## config.mk

```make
export PLATFORM = sky130hd
export DESIGN_NAME = hazard_ctrl
export DESIGN_NICKNAME = d
export VERILOG_FILES = /design/src/rtl/hazard_ctrl.sv
export SDC_FILE = /design/constraint.sdc
export NUM_CORES = 1
export LEC_CHECK = 0
export ABC_AREA = 1
export BUFFER_PORTS_ARGS = -buffer_cell sky130_fd_sc_hd__buf_2
export CAP_MARGIN = 20
export CORE_AREA = 2 2 67 69
export CTS_BUF_LIST = sky130_fd_sc_hd__clkbuf_16
export CTS_CLUSTER_DIAMETER = 200
export DETAILED_ROUTE_END_ITERATION = 10
export DIE_AREA = 0 0 69 71
export PLACE_DENSITY = 0.79
export RECOVER_POWER = 100
export SLEW_MARGIN = 25
export SYNTH_ARGS = -nofsm -noshare
export SYNTH_HDL_FRONTEND = slang
export SYNTH_SLANG_ARGS = --single-unit
export TNS_END_PERCENT = 30
```

## constraint.sdc

```tcl
create_clock -name clk -period 2.3 [get_ports clk]
set_input_delay 0.46 -clock clk [delete_from_list [all_inputs] [get_ports clk]]
set_output_delay 0.46 -clock clk [all_outputs]
set_load 0.05 [all_outputs]
```

## src/rtl/hazard_ctrl.sv

```systemverilog
`default_nettype none
// ============================================================================
// Module   : hazard_ctrl
// Purpose  : Sequential pipeline hazard controller for the RV32I 5-stage core.
//            Detects load-use hazards between ID and EX, holds the PC and
//            IF/ID register for a configurable number of cycles (optionally
//            until the data memory responds), and sequences the IF/DEC kill
//            signals after a control redirect. Keeps saturating counts of
//            stall cycles and redirect events.
// Ports    : clk, rst_n                 - clock, asynchronous active-low reset
//            id_valid/opcode/rs1/rs2    - instruction currently in ID
//            ex_valid/mem_read/rd       - instruction currently in EX
//            mem_ready                  - data-memory response (WAIT_MEM=1)
//            ex_redirect                - taken branch / JAL / JALR in EX
//            stall_IF, stall_DEC        - hold PC / hold IF/ID
//            kill_IF, kill_DEC          - NOP IF/ID / bubble into ID/EX
//            busy                       - controller not idle
//            stall_count, flush_count   - saturating performance counters
// Revision : 1.0 - initial release
// ============================================================================
module hazard_ctrl #(
    parameter int REG_W       = 5,
    parameter int LOAD_LAT    = 1,
    parameter int WAIT_MEM    = 0,
    parameter int FLUSH_EXTRA = 0,
    parameter int CNT_W       = 16
) (
    input  logic             clk,
    input  logic             rst_n,
    input  logic             id_valid,
    input  logic [6:0]       id_opcode,
    input  logic [REG_W-1:0] id_rs1,
    input  logic [REG_W-1:0] id_rs2,
    input  logic             ex_valid,
    input  logic             ex_mem_read,
    input  logic [REG_W-1:0] ex_rd,
    input  logic             mem_ready,
    input  logic             ex_redirect,
    output logic             stall_IF,
    output logic             stall_DEC,
    output logic             kill_IF,
    output logic             kill_DEC,
    output logic             busy,
    output logic [CNT_W-1:0] stall_count,
    output logic [CNT_W-1:0] flush_count
);

    localparam logic [1:0] c_IDLE    = 2'd0;
    localparam logic [1:0] c_STALL   = 2'd1;
    localparam logic [1:0] c_MEMWAIT = 2'd2;
    localparam logic [1:0] c_FLUSH   = 2'd3;

    // Where a load-use stall goes once its fixed latency has elapsed.
    localparam logic [1:0] c_AFTER_STALL = (WAIT_MEM != 0) ? c_MEMWAIT : c_IDLE;
    // Where a redirect goes: no FLUSH state is entered when no extra kill
    // cycles are configured.
    localparam logic [1:0] c_AFTER_REDIR = (FLUSH_EXTRA > 0) ? c_FLUSH : c_IDLE;

    localparam logic [3:0] c_LOAD_CNT  = 4'(LOAD_LAT - 1);
    localparam logic [3:0] c_FLUSH_CNT = 4'(FLUSH_EXTRA);

    localparam logic [6:0] c_OP_R      = 7'b0110011;
    localparam logic [6:0] c_OP_STORE  = 7'b0100011;
    localparam logic [6:0] c_OP_BRANCH = 7'b1100011;
    localparam logic [6:0] c_OP_IMM    = 7'b0010011;
    localparam logic [6:0] c_OP_LOAD   = 7'b0000011;
    localparam logic [6:0] c_OP_JALR   = 7'b1100111;

    localparam logic [CNT_W-1:0] c_CNT_MAX = '1;

    logic [1:0]       r_state;
    logic [1:0]       w_state_nxt;
    logic [3:0]       r_cnt;
    logic [3:0]       w_cnt_nxt;
    logic [CNT_W-1:0] r_stall_cnt;
    logic [CNT_W-1:0] r_flush_cnt;

    logic w_use_rs1;
    logic w_use_rs2;
    logic w_rs1_hit;
    logic w_rs2_hit;
    logic w_load_use;
    logic w_stall;
    logic w_kill_if;
    logic w_kill_dec;

    // Which register fields are real sources depends on the format; the rd
    // field of B/S-type instructions overlaps rs-like bits and must be ignored.
    always_comb begin
        w_use_rs1 = 1'b0;
        w_use_rs2 = 1'b0;
        case (id_opcode)
            c_OP_R, c_OP_STORE, c_OP_BRANCH: begin
                w_use_rs1 = 1'b1;
                w_use_rs2 = 1'b1;
            end
            c_OP_IMM, c_OP_LOAD, c_OP_JALR: begin
                w_use_rs1 = 1'b1;
            end
            default: begin
            end
        endcase
    end

    assign w_rs1_hit  = w_use_rs1 && (id_rs1 != '0) && (id_rs1 == ex_rd);
    assign w_rs2_hit  = w_use_rs2 && (id_rs2 != '0) && (id_rs2 == ex_rd);
    assign w_load_use = id_valid && ex_valid && ex_mem_read && (ex_rd != '0)
                        && (w_rs1_hit || w_rs2_hit);

    // State register
    always_ff @(posedge clk or negedge rst_n) begin
        if (!rst_n) begin
            r_state <= c_IDLE;
            r_cnt   <= 4'd0;
        end else begin
            r_state <= w_state_nxt;
            r_cnt   <= w_cnt_nxt;
        end
    end

    // Next-state logic; a redirect pre-empts every state.
    always_comb begin
        w_state_nxt = r_state;
        w_cnt_nxt   = r_cnt;
        if (ex_redirect) begin
            w_state_nxt = c_AFTER_REDIR;
            w_cnt_nxt   = c_FLUSH_CNT;
        end else begin
            case (r_state)
                c_IDLE: begin
                    if (w_load_use) begin
                        if (LOAD_LAT > 1) begin
                            w_state_nxt = c_STALL;
                            w_cnt_nxt   = c_LOAD_CNT;
                        end else begin
                            w_state_nxt = c_AFTER_STALL;
                            w_cnt_nxt   = 4'd0;
                        end
                    end
                end
                c_STALL: begin
                    // The IDLE detection cycle is stall cycle 1, so STALL
                    // covers the remaining LOAD_LAT-1 cycles.
                    if (r_cnt <= 4'd1) begin
                        w_state_nxt = c_AFTER_STALL;
                        w_cnt_nxt   = 4'd0;
                    end else begin
                        w_cnt_nxt = r_cnt - 4'd1;
                    end
                end
                c_MEMWAIT: begin
                    if (mem_ready) begin
                        w_state_nxt = c_IDLE;
                    end
                end
                c_FLUSH: begin
                    if (r_cnt <= 4'd1) begin
                        w_state_nxt = c_IDLE;
                        w_cnt_nxt   = 4'd0;
                    end else begin
                        w_cnt_nxt = r_cnt - 4'd1;
                    end
                end
                default: begin
                    w_state_nxt = c_IDLE;
                    w_cnt_nxt   = 4'd0;
                end
            endcase
        end
    end

    // Output logic: combinational from state and inputs, forced low while
    // reset is held so the pipeline sees no stray hold/kill.
    always_comb begin
        w_stall    = 1'b0;
        w_kill_if  = 1'b0;
        w_kill_dec = 1'b0;
        if (rst_n) begin
            if (ex_redirect) begin
                w_kill_if  = 1'b1;
                w_kill_dec = 1'b1;
            end else begin
                case (r_state)
                    c_IDLE: begin
                        if (w_load_use) begin
                            w_stall    = 1'b1;
                            w_kill_dec = 1'b1;
                        end
                    end
                    c_STALL: begin
                        w_stall    = 1'b1;
                        w_kill_dec = 1'b1;
                    end
                    c_MEMWAIT: begin
                        if (!mem_ready) begin
                            w_stall    = 1'b1;
                            w_kill_dec = 1'b1;
                        end
                    end
                    c_FLUSH: begin
                        w_kill_if = 1'b1;
                    end
                    default: begin
                    end
                endcase
            end
        end
    end

    assign stall_IF  = w_stall;
    assign stall_DEC = w_stall;
    assign kill_IF   = w_kill_if;
    assign kill_DEC  = w_kill_dec;
    assign busy      = rst_n && (r_state != c_IDLE);

    // Saturating performance counters
    always_ff @(posedge clk or negedge rst_n) begin
        if (!rst_n) begin
            r_stall_cnt <= '0;
            r_flush_cnt <= '0;
        end else begin
            if (w_stall && (r_stall_cnt != c_CNT_MAX)) begin
                r_stall_cnt <= r_stall_cnt + 1'b1;
            end
            if (ex_redirect && (r_flush_cnt != c_CNT_MAX)) begin
                r_flush_cnt <= r_flush_cnt + 1'b1;
            end
        end
    end

    assign stall_count = r_stall_cnt;
    assign flush_count = r_flush_cnt;

endmodule
`default_nettype wire

```

# Word level (Yosys, flattened, before mapping)
# Cells that the tools add are included.
classes:
  reduce_logical: 23
  n_lt_le_gt_ge: 1
  eq_ne: 16
  n_addsub: 3
  mux: 21
op_table:
  columns: ["operator", "n"]
  rows:
  - ["16-bit by 1-bit adder with 16-bit output (second input constant)", 2]
  - ["16-bit != test (second input constant)", 2]
  - ["5-bit nonzero test", 3]
  - ["7-bit by 6-bit == test with 1-bit output (second input constant)", 2]
  - ["7-bit == test (second input constant)", 2]
  - ["4-bit 2-to-1 mux", 3]
  - ["1-bit logical AND", 11]
  - ["1-bit 2-to-1 mux", 11]
  - ["5-bit == test", 2]
  - ["2-bit 2-to-1 mux", 4]
  - ["4-bit one-hot mux with 2 select lines", 1]
  - ["7-bit by 2-bit == test with 1-bit output (second input constant)", 1]
  - ["7-bit by 5-bit == test with 1-bit output (second input constant)", 1]
  - ["3-bit != test (second input constant)", 2]
  - ["2-bit one-hot mux with 3 select lines", 1]
  - ["6-bit OR reduction", 1]
  - ["2-bit == test (second input constant)", 2]
  - ["4-bit by 1-bit <= comparator with 1-bit output (second input constant)", 1]
  - ["4-bit by 1-bit subtractor with 4-bit output (second input constant)", 1]
  - ["3-bit by 1-bit != test with 1-bit output (second input constant)", 1]
  - ["1-bit one-hot mux with 3 select lines", 1]
  - ["3-bit AND reduction", 1]
  - ["3-bit nonzero test", 1]
  - ["3-bit OR reduction", 1]
  - ["6 further kinds", 6]
word_totals:
  register_bits: 38
  word_cells: 68

# Logic depth before layout (Yosys ltp)
# Gate-level depths: netlist of run 1.
depth:
  word_depth: 12
  mapped_depth: 12

# Least setup slack after synthesis of run 1
# OpenSTA, ideal clock, no wires.
synth_path:
  kind: "in2out"
  start: "input port id_opcode[1]"
  end: "output port stall_IF"
  stages: 9
  slack_ns: 0.204
  t_required_ns: 1.840
  t_arrival_ns: 1.636
  path_cell_list: "nand2_1 -> a21oi_1 -> nand2_1 -> nor2_1 -> nand3_1 -> nand2_2 -> nand3_2 -> inv_1 -> buf_4"
synth_between:
  elab_chain_len: 11
synth_rtl:
  columns: ["item", "line", "rtl"]
  rows:
  - ["start: declaration", "31", "input logic [6:0] id_opcode,"]
  - ["7-bit by 6-bit == test with 1-bit output, or another cell as far along", "92", "case (id_opcode)"]
  - ["6-bit OR reduction (no source line) or 3-bit OR reduction (tied branches)", null, null]
  - ["1-bit 2-to-1 mux", "92", null]
  - ["1-bit logical AND, on equally long branches (2 in series)", "105, 106", null]
  - ["1-bit logical OR *", "108", "&& (w_rs1_hit || w_rs2_hit);"]
  - ["1-bit logical AND *", "108", null]
  - ["1-bit 2-to-1 mux *", "185", "if (w_load_use) begin"]
  - ["1-bit one-hot mux with 3 select lines *", "183", "case (r_state)"]
  - ["1-bit 2-to-1 mux *", "179", "if (ex_redirect) begin"]
  - ["1-bit 2-to-1 mux *", "178", "if (rst_n) begin"]
  - ["end: declaration", "39", "output logic stall_IF,"]
# Every way passes the cells marked *; elsewhere a longest branch is shown, timed or not.

# Final worst setup path of run 1
layout_path:
  start: "input port ex_rd[2]"
  end: "output port stall_DEC"
layout_between:
  elab_chain_len: 8
layout_rtl:
  columns: ["item", "line", "rtl"]
  rows:
  - ["start: declaration", "36", "input logic [REG_W-1:0] ex_rd,"]
  - ["5-bit == test, on equally long branches", "105, 106", null]
  - ["1-bit logical AND, on equally long branches", "105, 106", null]
  - ["1-bit logical OR", "108", null]
  - ["1-bit logical AND *", "108", null]
  - ["1-bit 2-to-1 mux *", "185", null]
  - ["1-bit one-hot mux with 3 select lines *", "183", null]
  - ["1-bit 2-to-1 mux *", "179", null]
  - ["1-bit 2-to-1 mux *", "178", null]
  - ["end: declaration", "40", "output logic stall_DEC,"]
# Marked as above.

==> impl_metrics.tcl, run 1 <==
set metrics [dict create \
    finClkSkew_ns 0.00483 \
    chipHeight_um 71 \
    synth.largest_area_cell "dfrtp_1" \
    synthMuxAreaShare_pct 0.543 \
    viasPerCell 5.06 \
    grtUsageTotal_pct 21.4 \
    synthTopCellsByArea "dfrtp_1 39%, nand2_1 12%, inv_1 10%" \
    synth_top_area_share_pct 38.6 \
    drive_gt1_share_pct 14.1 \
    detail-route-antenna-nets 0 \
    cts_buffer_depth 2 \
    cts.sinks 32 \
    cp.required_ns 1.84 \
    gp_congestion 0.818 \
    critPathLaunchType "input pin" \
    io_pins 66 \
    timing.hold.ws_ns 0.351 \
    max_clock_freq_mhz 477 \
    ys_types 25 \
    synth_top_family_by_area "simple AND/OR/NAND/NOR gates" \
    p_per_area_nw_per_um2 745 \
    dieArea_um2 4900 \
    h-tree-depth 2 \
    num_antenna_cells 0 \
    synth_edf_count 0 \
    status "completed" \
    drt_wl_total_mm 4.83 \
    synth_fa_ha_area_share_pct 1.21 \
    synthFlopType "dfrtp_1" \
    numPlacedInstances 392 \
    synth_area_per_cell_um2 7.43 \
    crit_fanout 5 \
    slew_viol_final 0 \
    area_delta_synth_final_pct 22.8 \
    leakagePower_nw 1.37 \
    critPathArrivalTime_ns 1.64 \
    min_path_type "in -> async" \
    finalNonFillerCells 400 \
    cts_setup_buffers 0 \
    tightest_slew_ns 0.628 \
    setup_viol 0 \
    cp-startpoint "ex_rd[2]" \
    async_flop_share_pct 100 \
    design_area_um2 2540 \
    cts_hold_buf 0 \
    portBuffers 63 \
    dpl.hpwl_mm 3.67 \
    clock_tree.root_cell "clkbuf_16" \
    worst_path_max_delay_cell "clkbuf_2" \
    grt_max_degree 34 \
    synth.most_common_cell "nand2_1" \
    finalCritPeriodShare_pct 91.1 \
    fin_setup_tns_ns 0 \
    worst_setup_path_end_kind "output port" \
    ctsResizeCount 0 \
    max-vdd-ir-drop_uv 328 \
    crit_chain "buf_2 -> xnor2_1 -> nand2_1 -> nor2_1 -> nand3_1 -> nand2_2 -> nand3_2 -> inv_1 -> clkbuf_2" \
    slowest_delay_ns 0.28 \
    synth_xor_area_share_pct 9.30 \
    ys_seq_area_share_pct 38.6 \
    drtPass1Iterations 5 \
    finalHoldViolations 0 \
    coreArea_um2 4200 \
    fin_nets 378 \
    yosysWarnings 0 \
    synth-compound-area-share_pct 6.82 \
    placementRows 24 \
    dr_total_vias 2024 \
    synthSimpleGateAreaFrac_pct 31.5 \
    yosys-top-cells-count "64 x nand2_1, 55 x inv_1, 32 x dfrtp_1" \
    cts_tree "done" \
    placed_area_um2 2430 \
    grt-ovfl-total 0 \
    grt_pass1_vias 1963 \
    max_slew_margin_pct 58.3 \
    fillers 430 \
    grt_pass1_wl_mm 8.53 \
    initial_core_util_pct 49.3 \
    synth_area_um2 2070 \
    drt_iter0_markers 105 \
    worstSetupPathType "in -> out" \
    clk_latency_ns 0.27 \
    cts_made_buffers 5 \
    clk_pin_slew_ns 0.05 \
    drc 0 \
    avgRoutedWirePerCell_um 12.1 \
    die_x_um 69 \
    period_minus_slack_ns 2.10 \
    syn_inst 279 \
    antenna_found_initial 0 \
    drv_cap 0 \
    rr_startpoint "stall_count[0]$_DFFE_PN0P_" \
    synth-seq-cells 32 \
    rsz0062_at_grt "false" \
    synth_fp_nets 310 \
]
-- metal layers --
| layer | global-route usage, % | vias to the layer above | routed length, µm |
|---|---|---|---|
| met2 | 37.9 | 52 | 2450 |
| met1 | 25.9 | 955 | 2060 |
| met5 | 0 | - | 0 |
| met3 | 5.27 | 9 | 250 |
| met4 | 5.88 | 0 | 68 |
| li1 | - | 1008 | - |
-- worst max-delay path: cells and delay by family --
kind,cells,cell delay [ns]
AND/OR/NAND/NOR,5,0.51
buffers and inverters,3,0.50
XOR/XNOR,1,0.15
-- cell type report --
cell class | count | area [µm²] | share of cell area, %
clock buffer | 5 | 125 | 4.92
clock inverter | 3 | 38.8 | 1.52
inverter | 55 | 206 | 8.12
multi-input combinational | 188 | 1020 | 40.2
sequential | 32 | 801 | 31.5
tap | 52 | 65.1 | 2.56
timing repair buffer | 65 | 285 | 11.2
-- placed cells by master, fill, tap and decap left out, types with 2 or more instances in the layout --
cell type and n:
xor2_1 14, nand3_2 2, nand4_1 9, o21bai_1 14, nor2_2 4, buf_2 26, nor3_1 6, clkbuf_1 34
ha_1 2, nand2_1 64, clkbuf_2 4, inv_1 56, clkbuf_16 5, nor2_1 24, a21oi_1 2, xnor2_1 8
dfrtp_1 32, nand3_1 29, o21ai_0 2
-- cell families after synthesis --
logic type | count (synthesis)
XOR/XNOR | 22
AO/OA/AOI/OAI | 20
AND/OR/NAND/NOR | 142
flip-flops | 32
adder cells (fa/ha/maj) | 2
buffers and inverters | 59
other | 1
multiplexers | 1
-- report_power, final --
group,total [mW],switching [mW],leakage (nW),internal (mW)
combinational,0.455,0.339,0.936,0.116
clock,0.739,0.235,0.0850,0.504
sequential,0.700,0.0765,0.352,0.623
-- registers in the layout (all words and copies together), names as in the netlist --
register,flops
stall_count,16
flush_count,16
-- metrics by stage --
step           utilization, %  total power [mW]  worst slack, ns
6_report                 60.5              1.89            0.204
5_1_grt                  60.5              1.98           0.0582
4_1_cts                  61.7              1.93            0.237
3_5_place_dp             57.8              1.18            0.243
3_3_place_gp             57.8              1.16            0.266
2_1_floorplan               -              1.04            0.204
-- worst paths after layout --
check	end	slack, ns	cells after the start
worst max register to register	stall_count[13]$_DFFE_PN0P_	0.33	9
worst max-delay path	stall_DEC	0.20	9
worst min-delay path	flush_count[1]$_DFFE_PN0P_	0.35	2
max in group asynchronous	stall_count[6]$_DFFE_PN0P_	1.65	2
worst min register to register	flush_count[15]$_DFFE_PN0P_	0.50	1
min in group clk	flush_count[15]$_DFFE_PN0P_	0.50	1
Note: power is estimated with default switching activity, not from simulation.
==> run 2: changes to the inputs <==
--- a/config.mk
+++ b/config.mk
@@ -9,9 +9,9 @@
 export BUFFER_PORTS_ARGS = -buffer_cell sky130_fd_sc_hd__buf_2
 export CAP_MARGIN = 20
-export CORE_AREA = 2 2 67 69
+export CORE_AREA = 2 2 80 59
 export CTS_BUF_LIST = sky130_fd_sc_hd__clkbuf_16
 export CTS_CLUSTER_DIAMETER = 200
 export DETAILED_ROUTE_END_ITERATION = 10
-export DIE_AREA = 0 0 69 71
+export DIE_AREA = 0 0 82 61
 export PLACE_DENSITY = 0.79
 export RECOVER_POWER = 100
==> constraint.sdc (replaced) <==
create_clock -name clk -period 2.3 [get_ports clk]
set_input_delay 0.115 -clock clk [delete_from_list [all_inputs] [get_ports clk]]
set_output_delay 0.115 -clock clk [all_outputs]
set_load 0.05 [all_outputs]
==> impl_metrics.tcl, run 2 (synthesis results as in run 1) <==
set metrics [dict create \
    status "completed" \
    holdPathEnd "flush_count[2]$_DFFE_PN0P_" \
    ff_latch_area_um2 801 \
    grt_pass1_wl_mm 8.22 \
    r2r_slack_ns 0.27 \
    coreArea_um2 4200 \
    placementRows 20 \
    rr_startpoint "stall_count[0]$_DFFE_PN0P_" \
    period_minus_slack_ns 2.05 \
    crit_fanout 35 \
    cts_tree "done" \
    viasPerCell 4.88 \
    finalWorstSetupSlack_ns 0.245 \
    worstSetupPathType "in -> out" \
    fin_setup_tns_ns 0 \
    timing.hold.ws_ns 0.184 \
    highest-signal-layer "met4" \
    dieArea_um2 5000 \
    leakagePower_nw 1.37 \
    place_ws_ns 0.401 \
    finalCritPeriodShare_pct 89.3 \
    slew_viol_final 0 \
    fillers 411 \
    grtUsageTotal_pct 21.7 \
    io_pins 66 \
    clk_pin_slew_ns 0.05 \
    worst_setup_path_end_kind "output port" \
    met3WireLength_um 216 \
    area_delta_synth_final_pct 22.8 \
    detail-route-antenna-nets 0 \
    min_path_type "in -> reg" \
    max_slew_margin_pct 43.9 \
    p_per_area_nw_per_um2 744 \
    drt_iter0_markers 85 \
    setup_viol 0 \
    cts_buffer_depth 2 \
    grt_pass1_vias 1883 \
    max_clock_freq_mhz 487 \
    num_antenna_cells 0 \
    min-delay-start "ex_redirect" \
    drive_gt1_share_pct 13.8 \
    finClkSkew_ns 0.00358 \
    die_x_um 82 \
    drv_cap 0 \
    fin_nets 378 \
    max-vdd-ir-drop_uv 648 \
    h-tree-depth 2 \
    r2r_cells 7 \
    p_total_mw 1.89 \
    critPathLaunchType "input pin" \
    initial_core_util_pct 49.3 \
    design_area_um2 2540 \
    multi_input_area_um2 1020 \
    cp.required_ns 2.18 \
    rsz0062_at_grt "false" \
    chipHeight_um 61 \
    drtPass1Iterations 4 \
    antenna_found_initial 0 \
    dr_total_vias 1966 \
    grt-ovfl-total 0 \
    clock_tree.root_cell "clkbuf_16" \
    tightest_slew_ns 0.842 \
    portBuffers 63 \
    wl_met1_mm 2.27 \
    placed_area_um2 2430 \
    critPathArrivalTime_ns 1.94 \
    most-common-layout-cells "64 x nand2_1, 56 x inv_1, 34 x clkbuf_1" \
    worstReg2RegEnd "stall_count[7]$_DFFE_PN0P_" \
    hold-path-cell-count 3 \
    grt_max_degree 36 \
    finalHoldViolations 0 \
    avgRoutedWirePerCell_um 11.9 \
    drc 0 \
    wl_met2_mm 2.24 \
    gp_congestion 0.919 \
    drt_wl_total_mm 4.78 \
    dpl.hpwl_mm 3.61 \
    clk_latency_ns 0.28 \
    cts.sinks 32 \
    final_common_cell "nand2_1" \
    cts_made_buffers 5 \
]
==> run 2: how the worst max path moves through the flow <==
| stage | from | endpoint | slack [ns] | cells past startpoint |
|---|---|---|---|---|
| floorplan | stall_count[0]$_DFFE_PN0P_ | stall_count[0]$_DFFE_PN0P_ | 0.32 | 7 |
| global route | rst_n | kill_DEC | 0.09 | 6 |
| CTS | stall_count[0]$_DFFE_PN0P_ | stall_count[10]$_DFFE_PN0P_ | 0.34 | 8 |
| finish | rst_n | kill_DEC | 0.25 | 6 |
| detailed placement | stall_count[0]$_DFFE_PN0P_ | stall_count[10]$_DFFE_PN0P_ | 0.40 | 8 |
| global placement | stall_count[0]$_DFFE_PN0P_ | stall_count[8]$_DFFE_PN0P_ | 0.45 | 8 |
==> run 2: what timing repair did <==
item                                    CTS  global route
endpoints found under the hold margin    32             0
resized for setup                         0             0
buffers inserted                          0             0
hold buffers                              1             0
endpoints found under the setup margin    0             0
==> run 2: metrics by stage <==
step / std cells / utilization, %
final: 403 / 60.5
after global routing: 403 / 60.5
after CTS: 403 / 61.8
after detailed placement: 394 / 57.7
after global placement: 394 / 57.7
after floorplan: 279 / -
==> run 2: per-layer routing <==
metal,track usage (%),vias up
met4,5.71,0
met1,26.6,911
met2,38.6,41
met5,0,-
li1,-,1007
met3,5.21,7
==> run 2: layout make-up <==
class	count	share of cell area (%)
clock inverter	3	1.52
timing repair buffer	65	11.3
sequential	32	31.5
multi-input combinational	188	39.9
inverter	55	8.12
clock buffer	5	4.92
tap	55	2.71
==> run 2: worst max-delay path: stages <==
cell	delay, ns
dlygate4sd3_1	0.52
buf_2	0.12
clkbuf_2	0.65
nand2_1	0.15
nand2_1	0.11
buf_2	0.26
==> run 2: where the power goes <==
group	switching [mW]	internal (mW)
Sequential	0.0770	0.624
Combinational	0.340	0.117
Clock	0.231	0.504
Total	0.648	1.24
